**src/rtl/pf_ccc_ctrl_pkg.sv**
```systemverilog
// rtl/pf_ccc_ctrl_pkg.sv - shared types and widths for the CCC lock supervisor
package pf_ccc_ctrl_pkg;

  typedef enum logic [1:0] {
    PWRDN     = 2'd0,
    WAIT_LOCK = 2'd1,
    RELEASE   = 2'd2,
    RUN       = 2'd3
  } state_t;

  localparam int LOSS_CNT_W  = 8;
  localparam int RETRY_CNT_W = 4;

  // Bits needed to hold 0..max_val without wrapping.
  function automatic int cnt_w(input int max_val);
    return $clog2(max_val + 1);
  endfunction

endpackage

```
**src/rtl/pf_ccc_lock_sync.sv**
```systemverilog
// rtl/pf_ccc_lock_sync.sv - 2-FF synchronizer with synchronous active-high clear
module pf_ccc_lock_sync (
  input  logic i_clk,
  input  logic i_clr,
  input  logic i_d,
  output logic o_q
);

  logic r_meta;
  logic r_sync;

  always_ff @(posedge i_clk) begin
    if (i_clr) begin
      r_meta <= 1'b0;
      r_sync <= 1'b0;
    end else begin
      r_meta <= i_d;
      r_sync <= r_meta;
    end
  end

  assign o_q = r_sync;

endmodule

```
**src/rtl/pf_ccc_lock_ctrl.sv**
```systemverilog
// rtl/pf_ccc_lock_ctrl.sv - PLL lock supervisor and staged fabric reset sequencer
module pf_ccc_lock_ctrl
  import pf_ccc_ctrl_pkg::*;
#(
  parameter int PD_CYCLES    = 16,
  parameter int LOCK_STABLE  = 64,
  parameter int LOCK_TIMEOUT = 65536,
  parameter int STAGE_GAP    = 8,
  parameter int N_RST        = 3
) (
  input  logic                   CLK,
  input  logic                   RESET,
  input  logic                   PLL_LOCK,
  input  logic                   CLR_STATUS,
  output logic                   PLL_POWERDOWN_N,
  output logic [N_RST-1:0]       SYS_RESET,
  output logic                   READY,
  output logic [LOSS_CNT_W-1:0]  LOCK_LOSS_CNT,
  output logic [RETRY_CNT_W-1:0] RETRY_CNT,
  output logic                   TIMEOUT_ERR
);

  localparam int PD_W  = cnt_w(PD_CYCLES);
  localparam int ST_W  = cnt_w(LOCK_STABLE);
  localparam int TO_W  = cnt_w(LOCK_TIMEOUT);
  localparam int GAP_W = cnt_w(STAGE_GAP);

  localparam logic [PD_W-1:0]  PD_LAST  = PD_W'(PD_CYCLES - 1);
  localparam logic [ST_W-1:0]  ST_LAST  = ST_W'(LOCK_STABLE - 1);
  localparam logic [TO_W-1:0]  TO_LAST  = TO_W'(LOCK_TIMEOUT - 1);
  localparam logic [GAP_W-1:0] GAP_LAST = GAP_W'(STAGE_GAP - 1);

  state_t                 r_state;
  logic                   r_pwrdn_n;
  logic [N_RST-1:0]       r_sys_reset;
  logic                   r_ready;
  logic [PD_W-1:0]        r_pd_cnt;
  logic [ST_W-1:0]        r_stable_cnt;
  logic [TO_W-1:0]        r_timeout_cnt;
  logic [GAP_W-1:0]       r_gap_cnt;
  logic [LOSS_CNT_W-1:0]  r_loss_cnt;
  logic [RETRY_CNT_W-1:0] r_retry_cnt;
  logic                   r_timeout_err;

  logic             w_lock_s;
  logic             w_stable_hit;
  logic             w_timeout_hit;
  logic             w_loss_evt;
  logic             w_retry_evt;
  logic [N_RST-1:0] w_sys_next;

  pf_ccc_lock_sync u_lock_sync (
    .i_clk (CLK),
    .i_clr (RESET),
    .i_d   (PLL_LOCK),
    .o_q   (w_lock_s)
  );

  always_comb begin
    w_stable_hit  = w_lock_s && (r_stable_cnt == ST_LAST);
    w_timeout_hit = (r_timeout_cnt == TO_LAST);
    w_loss_evt    = !w_lock_s && ((r_state == RELEASE) || (r_state == RUN));
    w_retry_evt   = (r_state == WAIT_LOCK) && w_timeout_hit && !w_stable_hit;
    // Stages release low bit first; the shift empties the vector on the last stage.
    w_sys_next    = r_sys_reset << 1;
  end

  always_ff @(posedge CLK) begin
    if (RESET) begin
      r_state       <= PWRDN;
      r_pwrdn_n     <= 1'b0;
      r_sys_reset   <= '1;
      r_ready       <= 1'b0;
      r_pd_cnt      <= '0;
      r_stable_cnt  <= '0;
      r_timeout_cnt <= '0;
      r_gap_cnt     <= '0;
    end else if (w_loss_evt) begin
      // Lock loss re-holds the fabric but leaves the PLL powered.
      r_state       <= WAIT_LOCK;
      r_sys_reset   <= '1;
      r_ready       <= 1'b0;
      r_stable_cnt  <= '0;
      r_timeout_cnt <= '0;
      r_gap_cnt     <= '0;
    end else begin
      case (r_state)
        PWRDN: begin
          if (r_pd_cnt == PD_LAST) begin
            r_state       <= WAIT_LOCK;
            r_pwrdn_n     <= 1'b1;
            r_pd_cnt      <= '0;
            r_stable_cnt  <= '0;
            r_timeout_cnt <= '0;
          end else begin
            r_pd_cnt <= r_pd_cnt + 1'b1;
          end
        end
        WAIT_LOCK: begin
          if (w_stable_hit) begin
            r_stable_cnt  <= '0;
            r_timeout_cnt <= '0;
            r_gap_cnt     <= '0;
            r_sys_reset   <= w_sys_next;
            if (w_sys_next == '0) begin
              r_state <= RUN;
              r_ready <= 1'b1;
            end else begin
              r_state <= RELEASE;
            end
          end else if (w_timeout_hit) begin
            r_state       <= PWRDN;
            r_pwrdn_n     <= 1'b0;
            r_pd_cnt      <= '0;
            r_stable_cnt  <= '0;
            r_timeout_cnt <= '0;
          end else begin
            r_timeout_cnt <= r_timeout_cnt + 1'b1;
            r_stable_cnt  <= w_lock_s ? r_stable_cnt + 1'b1 : '0;
          end
        end
        RELEASE: begin
          if (r_gap_cnt == GAP_LAST) begin
            r_gap_cnt   <= '0;
            r_sys_reset <= w_sys_next;
            if (w_sys_next == '0) begin
              r_state <= RUN;
              r_ready <= 1'b1;
            end
          end else begin
            r_gap_cnt <= r_gap_cnt + 1'b1;
          end
        end
        RUN: begin
          r_ready <= 1'b1;
        end
        default: begin
          r_state <= PWRDN;
        end
      endcase
    end
  end

  // A clear that lands with an event keeps the event as a count of one.
  always_ff @(posedge CLK) begin
    if (RESET) begin
      r_loss_cnt    <= '0;
      r_retry_cnt   <= '0;
      r_timeout_err <= 1'b0;
    end else begin
      if (CLR_STATUS) begin
        r_loss_cnt <= w_loss_evt ? LOSS_CNT_W'(1) : '0;
      end else if (w_loss_evt && (r_loss_cnt != '1)) begin
        r_loss_cnt <= r_loss_cnt + 1'b1;
      end

      if (CLR_STATUS) begin
        r_retry_cnt <= w_retry_evt ? RETRY_CNT_W'(1) : '0;
      end else if (w_retry_evt && (r_retry_cnt != '1)) begin
        r_retry_cnt <= r_retry_cnt + 1'b1;
      end

      if (w_retry_evt) begin
        r_timeout_err <= 1'b1;
      end else if (CLR_STATUS) begin
        r_timeout_err <= 1'b0;
      end
    end
  end

  assign PLL_POWERDOWN_N = r_pwrdn_n;
  assign SYS_RESET       = r_sys_reset;
  assign READY           = r_ready;
  assign LOCK_LOSS_CNT   = r_loss_cnt;
  assign RETRY_CNT       = r_retry_cnt;
  assign TIMEOUT_ERR     = r_timeout_err;

endmodule

```
**config.mk**
```make
export PLATFORM = sky130hd
export DESIGN_NAME = pf_ccc_lock_ctrl
export DESIGN_NICKNAME = d
export VERILOG_FILES = /design/src/rtl/pf_ccc_ctrl_pkg.sv /design/src/rtl/pf_ccc_lock_sync.sv /design/src/rtl/pf_ccc_lock_ctrl.sv
export SDC_FILE = /design/constraint.sdc
export NUM_CORES = 1
export LEC_CHECK = 0
export ABC_AREA = 1
export CAP_MARGIN = 10
export CORE_ASPECT_RATIO = 0.5
export CORE_MARGIN = 2
export CORE_UTILIZATION = 50
export DETAILED_ROUTE_END_ITERATION = 10
export DONT_BUFFER_PORTS = 1
export PLACE_DENSITY = 0.62
export SYNTH_ARGS = -nofsm -noshare
export SYNTH_HDL_FRONTEND = slang
export SYNTH_SLANG_ARGS = --single-unit
```
**constraint.sdc**
```tcl
create_clock -name CLK -period 2.6 [get_ports CLK]
set_input_delay 0.26 -clock CLK [delete_from_list [all_inputs] [get_ports CLK]]
set_output_delay 0.26 -clock CLK [all_outputs]
set_load 0.05 [all_outputs]
```
== Yosys cells after proc, flatten, opt, wreduce, memory -nomap -nowiden ==
Cells that the tools add are included.
Word-level totals
  latch bits: 0
  RAM bits: 0
  memories kept: 0
  register bits after elaboration: 55
  output and inout bits: 18
  memory bits (read-only): 0
Cells by class
  divide/modulo/power cells: 0
  bitwise gates (word level): 1
  magnitude comparators: 0
  shift-type cells: 0
  $mul: 0
  add/subtract/negate cells: 6
  mux-type cells: 43
  reduce and logical (&&, ||, !) cells: 28
  eq/ne operators: 20
Operators by type and width (number)
  two-way mux 17 bit: 3
  one-hot mux 17 bit (2 select lines): 1
  two-way mux 7 bit: 4
  adder 17 x 1 -> 17 bit, second input constant: 1
  == test 17 x 16 -> 1 bit, second input constant: 1
  two-way mux 4 bit: 4
  two-way mux 8 bit: 2
  two-way mux 5 bit: 3
  AND reduction 5 bit: 3
  one-hot mux 7 bit (2 select lines): 1
  two-way mux 1 bit: 12
  two-way mux 2 bit: 5
  one-hot mux 5 bit (2 select lines): 1
  nonzero test 2 bit: 5
  adder 4 x 1 -> 4 bit, second input constant: 2
  adder 8 x 1 -> 8 bit, second input constant: 1
  inequality test 2 bit, second input constant: 4
  inequality test 4 bit, second input constant: 2
  inequality test 8 bit, second input constant: 1
  one-hot mux 4 bit (2 select lines): 1
  adder 7 x 1 -> 7 bit, second input constant: 1
  == test 7 x 6 -> 1 bit, second input constant: 1
  logical AND 1 bit: 6
  two-way mux 3 bit: 2
  23 further kinds: 31

== Longest topological paths before layout ==
Gate-level depths: netlist (run 1).
  word-level depth: 7
  gate-level depth with buffers: 13

== Hierarchy ==
Synthesis (run 1) repeated with hierarchy kept, for this count alone.
Second synthesis, totals
  cells, all modules: 408
  area total of the unflattened synthesis: 2951.6 um2
Modules (own cells, without submodules)
  pf_ccc_lock_ctrl: sequential area each 1061.0 um2, area each 2896.5 um2, cells each 402, times used 1
  pf_ccc_lock_sync: sequential area each 40.0 um2, area each 55.1 um2, cells each 6, times used 1

== Least setup slack after synthesis (run 1) ==
No wires, ideal clock.
  kind: register to register
  start: register r_loss_cnt[0] (netlist: LOCK_LOSS_CNT[0])
  end: register r_loss_cnt[2] (netlist: LOCK_LOSS_CNT[2])
  arrival time: 1.763 ns
  setup slack: 0.715 ns
  stages on the path, launching flop included: 9
  data required time: 2.478 ns
  path buffers: 0
  cells stage by stage: dfxtp_1 ha_1 nand2_1 nor3_1 nand3_1 nand2_2 inv_1 a21oi_1 nor3_1
On the way
  cells in the longest elaborated chain, start to end: 3
Ends and longest elaborated chain
  start, declared: line pf_ccc_lock_ctrl.sv:41  | logic [LOSS_CNT_W-1:0] r_loss_cnt;
  start signal, assigned: line pf_ccc_lock_ctrl.sv:152  | r_loss_cnt <= w_loss_evt ? LOSS_CNT_W'(1) : '0;
  start signal, assigned: line pf_ccc_lock_ctrl.sv:154  | r_loss_cnt <= r_loss_cnt + 1'b1;
  adder 8 x 1 -> 8 bit / inequality test 8 bit (equally long branches): line pf_ccc_lock_ctrl.sv:154, pf_ccc_lock_ctrl.sv:153
  two-way mux 8 bit / logical AND 1 bit (equally long branches): line pf_ccc_lock_ctrl.sv:153  | end else if (w_loss_evt && (r_loss_cnt != '1)) begin
  two-way mux 8 bit / nonzero test 2 bit (equally long branches)
Parallel ways exist; a longest one is shown, timed or not. The select of a mux whose other input is x is not followed.
A chain may end at the register's enable or synchronous reset.

== Worst setup path after layout (run 1) ==
  start: register r_state[1]
  end: register r_timeout_cnt[9]
On the way
  cells in the longest elaborated chain, start to end: 4
Ends and longest elaborated chain
  start, declared: line pf_ccc_lock_ctrl.sv:33  | state_t r_state;
  start signal, assigned: line pf_ccc_lock_ctrl.sv:70  | r_state <= PWRDN;
  start signal, assigned: line pf_ccc_lock_ctrl.sv:80  | r_state <= WAIT_LOCK;
  start signal, assigned: line pf_ccc_lock_ctrl.sv:90  | r_state <= WAIT_LOCK;
  == test 2 bit: line pf_ccc_lock_ctrl.sv:62  | w_loss_evt = !w_lock_s && ((r_state == RELEASE) || (r_state == RUN));
  logical OR 1 bit: line pf_ccc_lock_ctrl.sv:62
  logical AND 1 bit: line pf_ccc_lock_ctrl.sv:62
  OR reduction 2 bit (no source line)
  end signal, assigned: line pf_ccc_lock_ctrl.sv:118  | r_timeout_cnt <= r_timeout_cnt + 1'b1;
  end, declared: line pf_ccc_lock_ctrl.sv:39  | logic [TO_W-1:0] r_timeout_cnt;
Parallel ways exist; a longest one is shown, timed or not.

==> results of run 1 <==
==> synthesized netlist by cell type, drive strengths merged <==
| master | instances |
|---|---|
| inv | 58 |
| and2 | 2 |
| xor2 | 8 |
| nand3 | 27 |
| xnor2 | 2 |
| a21o | 1 |
| o2111ai | 1 |
| nor3b | 4 |
| nor2 | 66 |
| nor3 | 12 |
| dfxtp | 55 |
| a31oi | 2 |
| and3 | 1 |
| o22ai | 2 |
| nor4 | 2 |
| nand4 | 6 |
| o31ai | 1 |
| clkbuf | 1 |
| a22o | 1 |
| o21ai | 17 |
| buf | 5 |
| ha | 11 |
| or2 | 3 |
| nand2 | 97 |
| nand3b | 1 |
| a21oi | 22 |
==> path summary, 6_finish.rpt <==
path / end / depth (start not counted)
worst min-delay path: RETRY_CNT[0] / 1
worst max register to register: r_timeout_cnt[9] / 10
worst max-delay path: r_timeout_cnt[9] / 10
worst min register to register: u_lock_sync.o_q / 2
==> layer usage <==
layer	vias to the layer above	global-route usage, %
met5	-	0
met2	53	31.1
li1	1315	-
met4	0	7.49
met1	1132	24.5
met3	6	6.28
==> metrics by stage <==
stage,instances,power [W],worst slack (ps)
after floorplan,408,0.00207,715
after global placement,483,0.00220,654
after detailed placement,483,0.00222,556
after CTS,491,0.00288,555
after global routing,491,0.00308,367
final,491,0.00285,559
==> registers in the layout, indices dropped and copies added (netlist names) <==
| name | flops |
|---|---|
| r_timeout_cnt | 17 |
| LOCK_LOSS_CNT | 8 |
| r_stable_cnt | 7 |
| r_pd_cnt | 5 |
| RETRY_CNT | 4 |
| r_gap_cnt | 4 |
| SYS_RESET | 3 |
| r_state | 2 |
| PLL_POWERDOWN_N | 1 |
| READY | 1 |
| TIMEOUT_ERR | 1 |
| u_lock_sync.o_q | 1 |
| u_lock_sync.r_meta | 1 |
==> worst max-delay path, cell delays in order, from the launching register on <==
cell and delay, ps:
dfxtp_1 340, inv_1 100, ha_1 510, nor2_4 100, inv_1 110, nand2_4 140
inv_4 180, nand2_2 100, nand2_4 160, inv_2 60, and3_1 130
==> final cells by class <==
type,instances,area (sq um),area share (%)
clock inverter,1,5.00,0.156
inverter,58,220,6.86
timing repair buffer,8,60.1,1.87
sequential,55,1100,34.3
multi-input combinational,289,1600,49.8
clock buffer,7,133,4.13
tap,73,91.3,2.85
==> report_power, final <==
group	leakage (nW)	switching, W	internal, W	total, W
Clock	0.0679	0.000292	0.000357	0.000649
Combinational	0.791	0.000761	0.000340	0.00110
Sequential	0.445	0.000161	0.000940	0.00110
Total	1.30	0.00121	0.00164	0.00285
==> logic make-up (layout without fill, tap and decap cells) <==
| logic type | after synthesis | count (layout) | synth area share (%) |
|---|---|---|---|
| AOI/OAI and AO/OA | 47 | 47 | 9.26 |
| DFF | 55 | 55 | 37.0 |
| adders and majority gates | 11 | 11 | 4.63 |
| and+or+nand+nor | 221 | 221 | 37.0 |
| buffers and inverters | 64 | 74 | 9.18 |
| xor gates and xnor gates | 10 | 10 | 2.95 |
==> placed cells by master, fill, tap and decap left out, types with 4 or more instances in the layout <==
cell and count:
nor3b_1 4, clkbuf_16 5, nor2_2 6, nor3_2 4
dfxtp_1 55, xor2_1 8, ha_1 11, nand2_1 83
inv_2 7, o21ai_0 13, nand4_1 6, nand2_2 10
inv_1 50, nor2_1 55, nand3_1 24, a21oi_1 20
buf_4 8, nor3_1 8, nand2_4 4, nor2_4 4
==> metrics.yaml, run 1 <==
clock_tree:
  clock_sinks: 55
  htreeDepth: 2
  path_clk_slew_ps: 70
  cts.repair.resized: 0
  clockRootBuffer: "clkbuf_16"
  clk_latency_ps: 290
  cts_buffer_depth: 2
  post_cts.repair.setup_buffers: 0
  cts_made_buffers: 5
  hold_buffers: 0
  cts_tree: "done"
timing:
  period_needed_ps: 2040
  worst_hold_slack_ps: 17.2
  fin_crit_sh_pct: 78.5
  rsz0062_at_grt: "no"
  drv_slew: 0
  slew_headroom_pct: 58.6
  setup_viol: 0
  finalHoldViolCount: 0
  worst_slew_pin_slew_ps: 620
  fin_setup_tns_ps: 0
  fin_skew_ps: 4.88
  clock.fmax_ghz: 0.490
logic_synthesis:
  syn-instance-count: 408
  synth_top_area_cell: "dfxtp_1"
  ys_seq_area_share_pct: 37.0
  synth_top_area_share_pct: 37.0
  syn_area_sq_mm: 0.00297
  ys_ff_latch: 55
  syn_avg_cell_area_sq_um: 7.29
  synth_cell_types: 44
  ys_top_cells_by_area: "dfxtp_1 (37%), nand2_1 (10%), nor2_1 (6.9%)"
  syn_nets: 423
  yosysWarnings: 0
finish:
  finish.utilization_pct: 57.2
  fillCellCount: 546
  n_antenna_cell: 0
  finalInstanceArea_sq_mm: 0.00321
  drive_gt1_share_pct: 14.1
  syn_to_final_growth_pct: 7.95
  layout.nets: 432
floorplan:
  dieArea_sq_mm: 0.00662
  fp.dieH_microns: 58.5
  core_region_area_sq_mm: 0.00561
  initial_utilization_pct: 53.0
  io_pins: 22
  die_width_microns: 113
  rows: 19
outcome:
  status: "completed"
routing:
  met1_length_microns: 2840
  top_layer: "met4"
  vias: 2506
  first_pass_iters: 4
  routed_via_density: 5.10
  wl_met3_microns: 327
  drc: 0
  ant_nets: 0
  routed_wl_microns: 5760
  routed-wl-met2_microns: 2550
  drt_iter0_drc: 145
  wl_per_cell_microns: 11.7
global_route:
  track_usage_pct: 19.3
  grt_antenna_before_repair: 0
  grt_pass1_vias: 2331
  overflow: 0
  grt_max_degree: 18
  grt_first_pass_wirelength_microns: 10200
min_path:
  min_path_type: "in2reg"
  holdCritStartpoint: "RESET"
critical_path:
  cp_max_fo: 17
  critPathKind: "reg2reg"
  cp-start-kind: "flop"
  endpoint_kind: "flop"
  arrival_ps: 2230
  cp_data_required_time_ps: 2790
  worstReg2RegStart: "r_state[1]"
  ff2ff_setup_slack_ps: 560
  critPathLaunch: "r_state[1]"
power_and_ir_drop:
  power.density_mw_per_mm2: 888
  leakagePower_nw: 1.30
  max-vdd-ir-drop_mv: 0.385
place:
  dp_hpwl_microns: 4380
  dpl_cell_area_sq_mm: 0.00307
  place.gp.congestion: 0.910
  io_buffers: 0
job:
  maxCapViolCount: 0
Note: power is estimated with default switching activity, not from simulation.
==> inputs of run 2 (changes only) <==
--- a/config.mk
+++ b/config.mk
@@ -12,7 +12,7 @@
 export CORE_UTILIZATION = 50
 export DETAILED_ROUTE_END_ITERATION = 10
 export DONT_BUFFER_PORTS = 1
-export PLACE_DENSITY = 0.62
+export PLACE_DENSITY = 0.65
 export SYNTH_ARGS = -nofsm -noshare
 export SYNTH_HDL_FRONTEND = slang
 export SYNTH_SLANG_ARGS = --single-unit
==> constraint.sdc (replaced) <==
create_clock -name CLK -period 1.7 [get_ports CLK]
set_input_delay 0.17 -clock CLK [delete_from_list [all_inputs] [get_ports CLK]]
set_output_delay 0.17 -clock CLK [all_outputs]
set_load 0.05 [all_outputs]
==> run 2 against run 1 <==
  * First-iteration DRC count shrank 26%
  * Via count increased by 7.0%
  * Worst setup slack got worse by 480 ps
  * Clock skew fell by 0.69 ps
  * Combinational power rose by 110%
  * Critical path depth shrank 1
  * Sequential cell count stayed put
  * Global-route usage rose by 1.1 points
  * Critical path type unchanged
  * Largest power group is now combinational cells
==> metrics.yaml, run 2 (synthesis results as in run 1) <==
finish:
  finalInstanceArea_sq_mm: 0.00360  # was 0.00321 sq mm
  drive_gt1_share_pct: 24.9  # was 14.1%
  largest_reg_flops: 17  # unchanged
  n_antenna_cell: 0  # unchanged
  syn_to_final_growth_pct: 21.2  # was 7.95%
  largest_register: "r_timeout_cnt"  # unchanged
  final_cell_mix: "nand2_1 (82), nor2_1 (52), dfxtp_1 (49)"  # was nand2_1 (83), dfxtp_1 (55), nor2_1 (55)
  final_common_cell: "nand2_1"  # unchanged
  layout.nets: 467  # was 432
place:
  dp_hpwl_microns: 4900  # was 4380 microns
  io_buffers: 0  # unchanged
  place.gp.congestion: 0.878  # was 0.910
  dpl_cell_area_sq_mm: 0.00329  # was 0.00307 sq mm
  pre_cts_slack_ps: 3.25  # was 556 ps
min_path:
  min_path_cells: 3  # was 1
  min_to: "r_pd_cnt[4]"  # was RETRY_CNT[0]
  min_path_type: "in2reg"  # unchanged
  holdCritStartpoint: "RESET"  # unchanged
job:
  maxCapViolCount: 0  # unchanged
critical_path:
  cp_max_fo: 4  # was 17
  cp-start-kind: "flop"  # unchanged
  r2r_end: "r_gap_cnt[3]"  # was r_timeout_cnt[9]
  arrival_ps: 1810  # was 2230 ps
  cp_data_required_time_ps: 1890  # was 2790 ps
  ff2ff_setup_slack_ps: 80  # was 560 ps
  endpoint_kind: "flop"  # unchanged
  reg2reg_depth: 9  # was 10
  critPathKind: "reg2reg"  # unchanged
  worstReg2RegStart: "r_gap_cnt[0]"  # was r_state[1]
timing:
  setup_viol: 0  # unchanged
  worst_slew_pin_slew_ps: 538  # was 620 ps
  clock.fmax_ghz: 0.618  # was 0.490 GHz
  period_needed_ps: 1620  # was 2040 ps
  fin_skew_ps: 4.20  # was 4.88 ps
  slew_headroom_pct: 64.1  # was 58.6%
  fin_crit_sh_pct: 95.2  # was 78.5%
  fin_ws_ps: 81.3  # was 559 ps
  finalHoldViolCount: 0  # unchanged
  drv_slew: 0  # unchanged
floorplan:
  die_width_microns: 113  # unchanged
  fp.dieH_microns: 58.5  # unchanged
  dieArea_sq_mm: 0.00662  # unchanged
  initial_utilization_pct: 53.0  # unchanged
  rows: 19  # unchanged
  core_region_area_sq_mm: 0.00561  # unchanged
  io_pins: 22  # unchanged
power_and_ir_drop:
  max-vdd-ir-drop_mv: 0.669  # was 0.385 mV
  power.density_mw_per_mm2: 1400  # was 888 mW/mm^2
  leakagePower_nw: 1.51  # was 1.30 nW
  power_w: 0.00505  # was 0.00285 W
global_route:
  grt_pass1_vias: 2529  # was 2331
  track_usage_pct: 20.4  # was 19.3%
  grt_first_pass_wirelength_microns: 10600  # was 10200 microns
  grt_max_degree: 16  # was 18
  grt_antenna_before_repair: 0  # unchanged
  overflow: 0  # unchanged
outcome:
  status: "completed"  # unchanged
routing:
  drt_iter0_drc: 108  # was 145
  vias: 2681  # was 2506
  wl_per_cell_microns: 12.0  # was 11.7 microns
  drc: 0  # unchanged
  routed_via_density: 5.10  # about the same
  routed_wl_microns: 6340  # was 5760 microns
  first_pass_iters: 4  # unchanged
  ant_nets: 0  # unchanged
clock_tree:
  clockRootBuffer: "clkbuf_16"  # unchanged
  cts_buffer_depth: 2  # unchanged
  clk_latency_ps: 290  # about the same
  htreeDepth: 2  # unchanged
  cts_made_buffers: 5  # unchanged
  clock_sinks: 55  # unchanged
  path_clk_slew_ps: 70  # about the same
  cts_tree: "done"  # unchanged
-- run 2: changes by cell type in the layout (fill, tap and decap cells not counted), moves of 3 or more --
| cell | change |
|---|---|
| buf_4 | +32 |
| dfxtp_1 | -6 |
| ha_1 | -6 |
| dfxtp_2 | +5 |
| ha_2 | +4 |
| nor2_1 | -3 |
-- run 2: how the worst max path moves through the flow --
stage	from	end	slack (ps)	cells after the start
finish	r_gap_cnt[0]	r_gap_cnt[3]	80	9
detailed placement	r_state[1]	r_stable_cnt[5]	3	11
global route	r_pd_cnt[0]	r_timeout_cnt[15]	-9	10
floorplan	LOCK_LOSS_CNT[0]	LOCK_LOSS_CNT[2]	20	8
global placement	r_state[0]	r_stable_cnt[5]	60	11
CTS	r_pd_cnt[0]	r_stable_cnt[3]	4	11
-- run 2: metal layers --
layer	routed length [microns]	up-vias	track usage [%]	share of wire, %
li1	-	1383	-	-
met1	3000	1225	25.1	47
met2	2900	63	34.9	46
met3	359	10	5.97	5.7
met4	80	0	6.97	1.3
met5	0	-	0	0
-- run 2: through the flow --
stage,std cells,TNS [ps],hold WS [ps],util (%)
detailed placement,512,0,236,58.7
global placement,512,0,236,58.7
finish,526,0,22.7,64.2
CTS,522,0,16.1,61.9
global route,526,-26.0,25.7,64.2
floorplan,408,0,277,-
-- run 2: worst max-delay path, stage by stage (launching register included) --
cell,delay (ps)
dfxtp_1,380
ha_1,190
nand2_1,70
o21ai_0,240
buf_4,170
inv_1,40
nor2_2,160
inv_1,100
nand2_1,110
nor2_1,60
-- run 2: final cells by class --
type	instances	area [sq um]
multi-input cells	289	1680
inverters	58	225
clock buffers	8	156
fillers	470	2010
repair buffers	43	340
flip-flops and latches	55	1110
well taps	73	91.3
-- run 2: where the power goes --
group          total, W  switching, W  internal (W)
sequential      0.00163      0.000186       0.00145
clock           0.00108      0.000449      0.000628
combinational   0.00234       0.00141      0.000937
total           0.00505       0.00204       0.00301
-- run 2: timing repair --
action / 4_1_cts / 5_1_grt
gates resized for setup: 2 / 26
setup buffers: 0 / 4
setup endpoints to repair: 2 / 42
pin swaps: 0 / 4
endpoints found under the hold margin: 9 / 0
hold buffers: 2 / 0
